$ cat config.mk
export PLATFORM = sky130hd
export DESIGN_NAME = bias_pingpong_buffer_flat
export DESIGN_NICKNAME = d
export VERILOG_FILES = /design/src/rtl/bias_pingpong_buffer_if.sv /design/src/rtl/bias_pingpong_buffer.sv /design/src/flat_wrapper.sv
export SDC_FILE = /design/constraint.sdc
export NUM_CORES = 1
export LEC_CHECK = 0
export CAP_MARGIN = 20
export CORE_MARGIN = 1
export CORE_UTILIZATION = 56
export CTS_CLUSTER_DIAMETER = 200
export CTS_CLUSTER_SIZE = 40
export DETAILED_ROUTE_END_ITERATION = 8
export GPL_TIMING_DRIVEN = 0
export PLACE_DENSITY = 0.86
export SYNTH_ARGS = -nofsm -noshare
export SYNTH_HDL_FRONTEND = slang
export SYNTH_SLANG_ARGS = --single-unit
$ cat constraint.sdc
create_clock -name clk -period 2.7 [get_ports clk]
set_clock_uncertainty 0.2 [all_clocks]
set_input_delay 0.405 -clock clk [delete_from_list [all_inputs] [get_ports clk]]
set_output_delay 0.405 -clock clk [all_outputs]
set_load 0.005 [all_outputs]
$ cat src/rtl/bias_pingpong_buffer_if.sv
// ---------------------------------------------------------------------------
// bias_pingpong_buffer_if
//
// Purpose:
//    Groups the loader, swap and read-path signals of the bias ping-pong
//    buffer into one bundle. The buffer itself plugs in through the slave
//    modport. The loader/compute side (or a testbench) uses the master
//    modport.
//
// Signal summary (direction seen from the buffer / slave side):
//    ld_valid    in   loader word valid
//    ld_data     in   bias word to write            [D_WIDTH]
//    ld_last     in   final word of a layer's bias set
//    ld_ready    out  loader can accept a word
//    ld_full     out  shadow bank complete, waiting for swap
//    ld_count    out  words in the last completed load [A_WIDTH+1]
//    swap        in   single-cycle bank exchange request
//    swap_err    out  one-cycle pulse, swap requested while not full
//    active_bank out  bank currently served to readers
//    rd_en       in   read request
//    rd_base     in   first address of the lane group  [A_WIDTH]
//    rd_data     out  N_LANES biases, lane i at [i*D_WIDTH +: D_WIDTH]
//    rd_valid    out  rd_data updated this cycle
// ---------------------------------------------------------------------------
interface bias_pingpong_buffer_if #(
   parameter int D_WIDTH = 16,
   parameter int A_WIDTH = 4,
   parameter int N_LANES = 4
);

   // Loader channel
   logic                       ld_valid;
   logic [D_WIDTH-1:0]         ld_data;
   logic                       ld_last;
   logic                       ld_ready;
   logic                       ld_full;
   logic [A_WIDTH:0]           ld_count;

   // Bank exchange control
   logic                       swap;
   logic                       swap_err;
   logic                       active_bank;

   // Read channel
   logic                       rd_en;
   logic [A_WIDTH-1:0]         rd_base;
   logic [N_LANES*D_WIDTH-1:0] rd_data;
   logic                       rd_valid;

   // The buffer sits on this side: it consumes requests and drives status.
   modport slave (
      input  ld_valid,
      input  ld_data,
      input  ld_last,
      output ld_ready,
      output ld_full,
      output ld_count,
      input  swap,
      output swap_err,
      output active_bank,
      input  rd_en,
      input  rd_base,
      output rd_data,
      output rd_valid
   );

   // The loader / MAC-array side drives requests and observes status.
   modport master (
      output ld_valid,
      output ld_data,
      output ld_last,
      input  ld_ready,
      input  ld_full,
      input  ld_count,
      output swap,
      input  swap_err,
      input  active_bank,
      output rd_en,
      output rd_base,
      input  rd_data,
      input  rd_valid
   );

endinterface

$ cat src/rtl/bias_pingpong_buffer.sv
// ---------------------------------------------------------------------------
// bias_pingpong_buffer
//
// Purpose:
//    Double-banked bias store for the DNN datapath. A streaming loader fills
//    the shadow bank with the next layer's biases while the MAC array reads
//    N_LANES consecutive biases per access from the active bank. A swap
//    command exchanges the banks without stalling the compute side.
//
// Ports:
//    clk   in   rising-edge clock
//    rst   in   asynchronous active-high reset
//    bus   slave modport of bias_pingpong_buffer_if (loader, swap and read
//          channels; see the interface file for the signal list)
//
// Parameters:
//    D_WIDTH  bits per bias word
//    A_WIDTH  address bits per bank, DEPTH = 2**A_WIDTH
//    N_LANES  biases returned per read (1..DEPTH)
//
// Bank contents are unknown until a load and swap has happened.
// ---------------------------------------------------------------------------
module bias_pingpong_buffer #(
   parameter int D_WIDTH = 16,
   parameter int A_WIDTH = 4,
   parameter int N_LANES = 4
) (
   input  logic                   clk,
   input  logic                   rst,
   bias_pingpong_buffer_if.slave  bus
);

   localparam int DEPTH = 2 ** A_WIDTH;

   // The loader either accepts words into the shadow bank (LOAD) or holds a
   // completed shadow bank until the compute side asks for a swap (FULL).
   typedef enum logic {
      LOAD = 1'b0,
      FULL = 1'b1
   } loadState_t;

   loadState_t                 stateQ, stateD;
   logic [A_WIDTH-1:0]         wrPtrQ, wrPtrD;
   logic [A_WIDTH:0]           ldCountQ, ldCountD;
   logic                       activeBankQ, activeBankD;
   logic                       swapErrQ, swapErrD;
   logic [N_LANES*D_WIDTH-1:0] rdDataQ, rdDataD;
   logic                       rdValidQ, rdValidD;

   logic                       ldAccept;
   logic [A_WIDTH-1:0]         laneAddr;

   // Both banks live in one array; the top address bit selects the bank, so
   // {bank, offset} indexes a word directly.
   logic [D_WIDTH-1:0]         mem [2*DEPTH];

   // Loader FSM and swap handling. Words are only taken while in LOAD; the
   // transition to FULL happens either on an explicit last marker or when
   // the final bank location has been written. A swap only has an effect
   // when the shadow bank is complete; otherwise it is flagged as an error
   // and everything else is left alone so the load carries on undisturbed.
   always_comb begin
      stateD      = stateQ;
      wrPtrD      = wrPtrQ;
      ldCountD    = ldCountQ;
      activeBankD = activeBankQ;
      swapErrD    = 1'b0;
      ldAccept    = 1'b0;

      case (stateQ)
         LOAD: begin
            if (bus.ld_valid) begin
               ldAccept = 1'b1;
               wrPtrD   = wrPtrQ + A_WIDTH'(1);
               if (bus.ld_last || (wrPtrQ == A_WIDTH'(DEPTH - 1))) begin
                  stateD   = FULL;
                  ldCountD = {1'b0, wrPtrQ} + (A_WIDTH + 1)'(1);
               end
            end
            if (bus.swap) begin
               swapErrD = 1'b1;
            end
         end

         FULL: begin
            if (bus.swap) begin
               activeBankD = ~activeBankQ;
               wrPtrD      = '0;
               stateD      = LOAD;
            end
         end

         default: begin
            stateD = LOAD;
         end
      endcase
   end

   // Read path. Each lane wraps independently modulo DEPTH, which falls out
   // of the A_WIDTH-bit address addition. The bank select is the registered
   // active bank, so a read that coincides with a swap still sees the bank
   // that was active before the edge. When no read is requested the data
   // register simply keeps its previous contents.
   always_comb begin
      rdDataD  = rdDataQ;
      rdValidD = bus.rd_en;
      laneAddr = '0;

      if (bus.rd_en) begin
         for (int i = 0; i < N_LANES; i++) begin
            laneAddr = bus.rd_base + A_WIDTH'(i);
            rdDataD[i*D_WIDTH +: D_WIDTH] = mem[{activeBankQ, laneAddr}];
         end
      end
   end

   // Control and read-data registers. Reset puts the loader back at the
   // start of the shadow bank with bank 0 active and clears all visible
   // outputs; it deliberately leaves the bias memory alone.
   always_ff @(posedge clk or posedge rst) begin
      if (rst) begin
         stateQ      <= LOAD;
         wrPtrQ      <= '0;
         ldCountQ    <= '0;
         activeBankQ <= 1'b0;
         swapErrQ    <= 1'b0;
         rdDataQ     <= '0;
         rdValidQ    <= 1'b0;
      end else begin
         stateQ      <= stateD;
         wrPtrQ      <= wrPtrD;
         ldCountQ    <= ldCountD;
         activeBankQ <= activeBankD;
         swapErrQ    <= swapErrD;
         rdDataQ     <= rdDataD;
         rdValidQ    <= rdValidD;
      end
   end

   // Bias memory write port. The loader always targets the bank that is not
   // being served, so a write can never alias with a read in the same cycle.
   // Writes are suppressed while reset is held so a loader that keeps
   // ld_valid asserted through reset does not disturb the shadow bank.
   always_ff @(posedge clk) begin
      if (ldAccept && !rst) begin
         mem[{~activeBankQ, wrPtrQ}] <= bus.ld_data;
      end
   end

   // Status outputs. Ready and full are decoded straight from the loader
   // state so they follow an asynchronous reset immediately.
   assign bus.ld_ready    = (stateQ == LOAD);
   assign bus.ld_full     = (stateQ == FULL);
   assign bus.ld_count    = ldCountQ;
   assign bus.swap_err    = swapErrQ;
   assign bus.active_bank = activeBankQ;
   assign bus.rd_data     = rdDataQ;
   assign bus.rd_valid    = rdValidQ;

endmodule

$ cat src/flat_wrapper.sv
// flat-port wrapper written by rule: the top's interface ports become plain ports
module bias_pingpong_buffer_flat 
#(
   parameter int D_WIDTH = 16,
   parameter int A_WIDTH = 4,
   parameter int N_LANES = 4
)
  (clk, rst, bus_ld_valid, bus_ld_data, bus_ld_last, bus_ld_ready, bus_ld_full, bus_ld_count, bus_swap, bus_swap_err, bus_active_bank, bus_rd_en, bus_rd_base, bus_rd_data, bus_rd_valid);
  bias_pingpong_buffer_if #(.D_WIDTH(D_WIDTH), .A_WIDTH(A_WIDTH), .N_LANES(N_LANES)) bus_i ();
  input  logic clk;
  input  logic rst;
  input wire logic [$bits(bus_i.ld_valid)-1:0] bus_ld_valid;
  input wire logic [$bits(bus_i.ld_data)-1:0] bus_ld_data;
  input wire logic [$bits(bus_i.ld_last)-1:0] bus_ld_last;
  output wire logic [$bits(bus_i.ld_ready)-1:0] bus_ld_ready;
  output wire logic [$bits(bus_i.ld_full)-1:0] bus_ld_full;
  output wire logic [$bits(bus_i.ld_count)-1:0] bus_ld_count;
  input wire logic [$bits(bus_i.swap)-1:0] bus_swap;
  output wire logic [$bits(bus_i.swap_err)-1:0] bus_swap_err;
  output wire logic [$bits(bus_i.active_bank)-1:0] bus_active_bank;
  input wire logic [$bits(bus_i.rd_en)-1:0] bus_rd_en;
  input wire logic [$bits(bus_i.rd_base)-1:0] bus_rd_base;
  output wire logic [$bits(bus_i.rd_data)-1:0] bus_rd_data;
  output wire logic [$bits(bus_i.rd_valid)-1:0] bus_rd_valid;
  assign bus_i.ld_valid = bus_ld_valid;
  assign bus_i.ld_data = bus_ld_data;
  assign bus_i.ld_last = bus_ld_last;
  assign bus_ld_ready = bus_i.ld_ready;
  assign bus_ld_full = bus_i.ld_full;
  assign bus_ld_count = bus_i.ld_count;
  assign bus_i.swap = bus_swap;
  assign bus_swap_err = bus_i.swap_err;
  assign bus_active_bank = bus_i.active_bank;
  assign bus_i.rd_en = bus_rd_en;
  assign bus_i.rd_base = bus_rd_base;
  assign bus_rd_data = bus_i.rd_data;
  assign bus_rd_valid = bus_i.rd_valid;
  bias_pingpong_buffer #(.D_WIDTH(D_WIDTH), .A_WIDTH(A_WIDTH), .N_LANES(N_LANES)) u_core (.clk(clk), .rst(rst), .bus(bus_i));
endmodule
==> results of run 1 <==
## stage by stage
step / power (W) / cells / TNS [ns] / hold slack [ns] / utilization (%)
CTS: 0.0222 / 3213 / -23.40 / 0.0687 / 65.1
global placement: 0.0175 / 3113 / -895.40 / 0.280 / 60.4
detailed placement: 0.0177 / 3160 / -332.45 / 0.282 / 62.0
finish: 0.0229 / 3234 / -4.18 / 0.0415 / 66.1
global route: 0.0231 / 3232 / -15.51 / 0.0618 / 66.1
floorplan: 0.0143 / 2250 / -6.76 / 0.236 / -
## worst paths after layout
| path | to | slack (ns) | start |
|---|---|---|---|
| worst max-delay path | u_core.bus.rd_data[8] | -0.10 | bus_rd_base[2] |
| worst min-delay path | u_core.bus.rd_data[0] | 0.04 | rst |
| worst max register to register | u_core.bus.rd_data[3] | -0.10 | u_core.bus.active_bank |
| worst min register to register | u_core.bus.ld_count[4] | 0.32 | u_core.bus.ld_count[4] |
| max in group asynchronous | u_core.bus.rd_data[17] | 0.88 | rst |
| min in group clk | u_core.bus.rd_valid | 0.05 | bus_rd_en |
## cell type report
class / instances / area share, %
Antenna cell: 2 / 0.0132
Buffer: 189 / 3.80
Clock buffer: 31 / 1.37
Clock inverter: 1 / 0.0427
Inverter: 7 / 0.0954
Multi-Input combinational cell: 1455 / 40.2
Sequential cell: 589 / 45.5
Tap cell: 765 / 2.52
Timing Repair Buffer: 195 / 6.45
## state kept, by name (all words and copies together), names as in the netlist
| signal | count |
|---|---|
| u_core.mem | 512 |
| u_core.bus.rd_data | 64 |
| u_core.bus.ld_count | 5 |
| u_core.wrPtrQ | 4 |
| u_core.bus.active_bank | 1 |
| u_core.bus.ld_full | 1 |
| u_core.bus.rd_valid | 1 |
| u_core.bus.swap_err | 1 |
## where the power goes
part           internal (W)  total, W  leakage, nW  switching, W
sequential           0.0104    0.0110         5.50      0.000588
clock               0.00136   0.00419        0.255       0.00283
combinational       0.00311   0.00770         6.73       0.00458
total                0.0149    0.0229         12.5       0.00801
## worst min-delay path, stage by stage
cell and delay, ns:
clkdlybuf4s50_1 0.49, inv_4 0.12, buf_16 0.28
## kinds of logic after synthesis
family          after synthesis  share of synthesized area (%)
compound gates              480                           9.52
xor+xnor                     10                          0.292
fa+ha+maj                     8                          0.307
buf+inv                     206                           3.25
flops                       589                           53.1
mux                         625                           28.8
simple gates                332                           4.78
## layout by cell type (no fill, tap or decap), types with 15 or more instances in the layout
| cell | Yosys | layout |
|---|---|---|
| nand2_1 | 36 | 29 |
| clkbuf_1 | 82 | 35 |
| nor2_2 | 1 | 23 |
| nor2_1 | 124 | 87 |
| mux2_1 | 35 | 35 |
| nand3_1 | 18 | 17 |
| mux4_2 | 224 | 224 |
| nor3_1 | 96 | 63 |
| a31oi_1 | 19 | 19 |
| mux2_2 | 222 | 222 |
| edfxtp_1 | 512 | 512 |
| buf_8 | 0 | 40 |
| nor2b_1 | 19 | 19 |
| buf_16 | 0 | 19 |
| buf_12 | 0 | 18 |
| o22ai_1 | 273 | 267 |
| buf_6 | 9 | 23 |
| a22oi_1 | 31 | 23 |
| clkbuf_2 | 0 | 34 |
| clkbuf_4 | 0 | 16 |
| a221o_1 | 16 | 16 |
| clkbuf_16 | 0 | 20 |
| buf_4 | 39 | 69 |
| dfrtp_1 | 77 | 76 |
| a21oi_1 | 85 | 77 |
| mux2i_1 | 144 | 127 |
| buf_2 | 58 | 40 |
| nor2_4 | 0 | 15 |
| nor3_2 | 0 | 20 |
| clkdlybuf4s50_1 | 0 | 93 |
## cell usage after synthesis (all sizes together), types with 2 or more instances
library cell	n
o22ai	273
nor3	96
or3	2
nor4	18
a21oi	85
a41oi	15
o21ai	4
mux2i	144
ha	8
a31oi	19
inv	7
o22a	16
a22o	2
mux4	224
or2	2
dfrtp	77
a22oi	31
nand2	36
nand3b	4
nor2	125
clkbuf	82
buf	117
xor2	6
mux2	257
nand3	18
nand2b	8
edfxtp	512
a221o	16
nor2b	19
a211oi	16
xnor2	4
## what timing repair did
item / in CTS / in global routing
pin swaps: 12 / 11
buffers inserted: 26 / 19
gates resized for setup: 238 / 95
endpoints found under the hold margin: 18 / 0
hold buffers: 1 / 0
gates cloned: 2 / 1
setup endpoints to repair: 543 / 459
## routing by layer
layer | routed length, µm | track usage (%) | vias to the layer above
li1 | - | - | 9711
met1 | 46400 | 60.6 | 13000
met2 | 57500 | 65.3 | 2770
met3 | 21700 | 14.7 | 589
met4 | 11100 | 28.2 | 4
met5 | 180 | 1.55 | -
==> impl_metrics.ini, run 1 <==
[sta]
post-route-period-util_pct = 104
setup_viol = 122
tightest_slew_ns = 1.21
drv_slew = 0
period_minus_slack_ns = 2.80
slew_headroom_pct = 19.3
layout_setup_ws_ns = -0.104
hold_violations = 0
fmax_ghz = 0.357
rsz0062_at_grt = yes

[synth]
ys_top_cells_by_area = edfxtp_1 (47%), mux4_2 (15%), mux2_2 (7.7%), dfrtp_1 (5.9%), o22ai_1 (5.2%)
async_flop_share_pct = 13.1
syn_inst = 2250
ys_seq_area_share_pct = 53.1
netlist_area_mm2 = 0.0326
synthesis.nets = 2284
avgSynthCellArea_um2 = 14.5
yosysTopAreaCell = edfxtp_1
ys_types = 45
yosys_register_bits = 589
synth.top_cell.area_share_pct = 47.2
synth_warnings = 0
synth_edf_count = 512
synth_ff_type = edfxtp_1

[route]
first_pass_iters = 6
drtIter0Drc = 5438
drtAntennaViolNets = 0
viasPerCell = 8.07
routed_wl_um = 137000
drc = 0
vias = 26100
drt-wirelength-per-cell_um = 42.3

[grt]
grt_usage_pct = 45.7
grt_pass1_vias = 24600
antenna_found_initial = 5
grt_pass1_wl_um = 187000
grt_max_degree = 60
grt-ovfl-total = 0

[worst_setup_path]
crit_cells = 8
max_stage_delay_ns = 0.56
crit_buf_inv = 3
cp_slowest_cell = clkdlybuf4s50_1
critPathArrivalTime_ns = 3.16
start_kind = input pin
cp-end-kind = register
cp_max_fo = 10
worstSetupPathType = input pin to register
cp_data_required_time_ns = 3.06
path_cells = clkdlybuf4s50_1, buf_4, nand2b_1, buf_2, o22ai_1, nor2_1, a21oi_1, a31oi_1
r2r_cells = 6
crit_family = buffers and inverters

[floorplan]
dieArea_mm2 = 0.0592
core_mm2 = 0.0576
pin_count = 100
initial_core_util_pct = 56.6
die_y_um = 243
rows = 88
fp.dieW_um = 243

[run]
drv_cap = 0

[cells_and_area]
nFillCells = 4073
stdcell_area_mm2 = 0.0381
area_growth_pct = 16.7
drive_gt1_share_pct = 36.4
multi_input_area_mm2 = 0.0153
seq_area_mm2 = 0.0173
layout.nets = 2489

[placed_design]
pre_cts_slack_ns = -2.08
gp_congestion = 1.11
dp_hpwl_um = 101000
io_buffers = 98
place_area_mm2 = 0.0357

[clock_tree]
htreeDepth = 1
cts_sinks = 589
clock_path_buffers = 3
cts.clk_slew.worst_paths_ns = 0.17
cts_tree = yes
cts_inserted_buffers = 18
clk_latency_ns = 0.62
clockRootBuffer = clkbuf_16

[outcome]
violations = setup timing
status = finished, violations left

[pwr]
ir_worst_vdd_mv = 0.648
power.leakage_nw = 12.5
p_per_area_mw_per_mm2 = 602

[min_path]
hold_path.class = input pin to async pin
Note: power is estimated with default switching activity, not from simulation.
==> run 2: changes to the inputs <==
SLEW_MARGIN = 20   (was default)
==> run 2 against run 1 <==
The flow still finishes with violations (setup timing). Power about the same. Register-to-register slack gained 0.05 ns. Global-route usage rose by 0.25 points. Die area is the same. Non-clock buffer count decreased by 30. Cell count is 0.83% lower. Largest power group unchanged. Highest routed layer unchanged.
==> impl_metrics.ini, run 2 (synthesized netlist as in run 1, its figures left out) <==
[sta]
period_minus_slack_ns = 2.80
slew_headroom_pct = 26.3
layout_setup_ws_ns = -0.0966
hold_violations = 0
setup_viol = 26
rsz0062_at_grt = yes
tightest_slew_ns = 1.11
drv_slew = 0
whs_ns = 0.0481
fmax_ghz = 0.358
post-route-period-util_pct = 104

[placed_design]
gp_congestion = 1.11
io_buffers = 98
pre_cts_slack_ns = -2.09
dp_hpwl_um = 98900
place_area_mm2 = 0.0351

[clock_tree]
cts_sinks = 589
cts_tree = yes
clock_path_buffers = 3
cts_inserted_buffers = 18
clockRootBuffer = clkbuf_16
clk_latency_ns = 0.63
htreeDepth = 1
cts.clk_slew.worst_paths_ns = 0.15

[cells_and_area]
drive_gt1_share_pct = 36.7
layout_commonest_cell = edfxtp_1
stdcell_area_mm2 = 0.0375
layout.nets = 2459
mostFrequentLayoutCells = edfxtp_1 (512), o22ai_1 (269), mux4_2 (224), mux2_2 (222), mux2i_1 (127)
largest_reg_flops = 512
final_util_pct = 65.2
area_growth_pct = 15.2
largest_register = u_core.mem

[outcome]
status = finished, violations left
violations = setup timing

[floorplan]
initial_core_util_pct = 56.6
fp.dieW_um = 243
pin_count = 100
dieArea_mm2 = 0.0592
rows = 88
core_mm2 = 0.0576
die_y_um = 243

[route]
routed_wl_um = 137000
drtAntennaViolNets = 0
drc = 0
drt-wirelength-per-cell_um = 42.7
drtIter0Drc = 5027
first_pass_iters = 9
viasPerCell = 8.11
vias = 26000

[worst_setup_path]
r2r_start = u_core.bus.active_bank
worstSetupPathType = input pin to register
cp_data_required_time_ns = 2.91
cp-end-kind = register
critPathArrivalTime_ns = 3.00
r2r_cells = 6
start_kind = input pin
cp_max_fo = 10
r2r_slack_ns = -0.05
r2r-end = u_core.bus.rd_data[2]

[pwr]
p_per_area_mw_per_mm2 = 611
power.leakage_nw = 12.2
p_total_w = 0.0229
net-switching-power_w = 0.00807
p_comb_share_pct = 33.6
seq_power_share_pct = 48.1
swShare_pct = 35.2
internal_power_w = 0.0149
clockPowerShare_pct = 18.3
ir_worst_vdd_mv = 0.673

[grt]
grt_pass1_vias = 24700
antenna_found_initial = 5
grt_usage_pct = 45.9
grt_max_degree = 45
grt-ovfl-total = 0
grt_pass1_wl_um = 189000

[run]
drv_cap = 0

[min_path]
hold_path.class = input pin to register
hold_depth = 1
hp-start = bus_rd_en
min_to = u_core.bus.rd_valid
run 2: changes by cell type in the layout (fill, tap and decap cells not counted), sizes merged:
cell / delta
diode: +3
buf: -7
clkbuf: -8
dlygate4sd3: -1
bufbuf: -1
clkdlybuf4s50: -13
run 2: area by class of cell:
class / count / area, µm²
diodes: 5 / 12.5
plain buffers: 190 / 1460
clock buffers: 31 / 520
clock inverters: 1 / 16.3
fillers: 4093 / 20000
inverters: 7 / 36.3
multi-input cells: 1455 / 15400
flip-flops and latches: 589 / 17300
well taps: 765 / 957
repair buffers: 164 / 1790
run 2: worst max-delay path: stages:
cell and delay (ns):
clkdlybuf4s50_1 0.62, buf_4 0.27, xnor2_2 0.16, nor2_2 0.45, buf_2 0.52, a22oi_1 0.17
nand3_2 0.20, a41oi_2 0.19
run 2: how the worst max path moves through the flow:
stage	from	endpoint	slack [ns]
3_3_place_gp	bus_rd_base[0]	u_core.bus.rd_data[59]	-2.10
3_5_place_dp	bus_rd_base[0]	u_core.bus.rd_data[59]	-2.09
4_1_cts	u_core.bus.ld_full	u_core.mem[31][9]	-0.19
2_1_floorplan	u_core.bus.active_bank	u_core.mem[0][0]	-0.11
6_report	bus_rd_base[2]	u_core.bus.rd_data[17]	-0.1
5_1_grt	bus_rd_base[2]	u_core.bus.rd_data[34]	-0.04
run 2: power groups by stage:
stage                     Sequential, W  Combinational (W)  Clock (W)
final                            0.0110            0.00771    0.00419
after global routing             0.0110            0.00773    0.00434
after CTS                        0.0110            0.00711    0.00411
after detailed placement         0.0112            0.00651          0
after global placement           0.0112            0.00634          0
after floorplan                  0.0110            0.00329          0
run 2: layer usage:
layer / vias up / wire length [µm] / track usage (%)
met3: 636 / 22000 / 16.9
li1: 9654 / - / -
met2: 2720 / 57400 / 65.9
met1: 13000 / 46700 / 60.1
met5: - / 79 / 0.654
met4: 6 / 10700 / 26.5
run 2: repair_timing:
item,in CTS,in global routing
gates cloned,2,0
gates resized for setup,233,113
setup endpoints to repair,576,444
buffers inserted,41,1
hold buffers,0,0
pin swaps,20,6
run 2: stage by stage:
step,instances,TNS (ns)
final,3207,-0.982
after CTS,3203,-27.10
after detailed placement,3135,-428.09
after global placement,3113,-895.40
after floorplan,2250,-6.76
after global routing,3202,-0.449
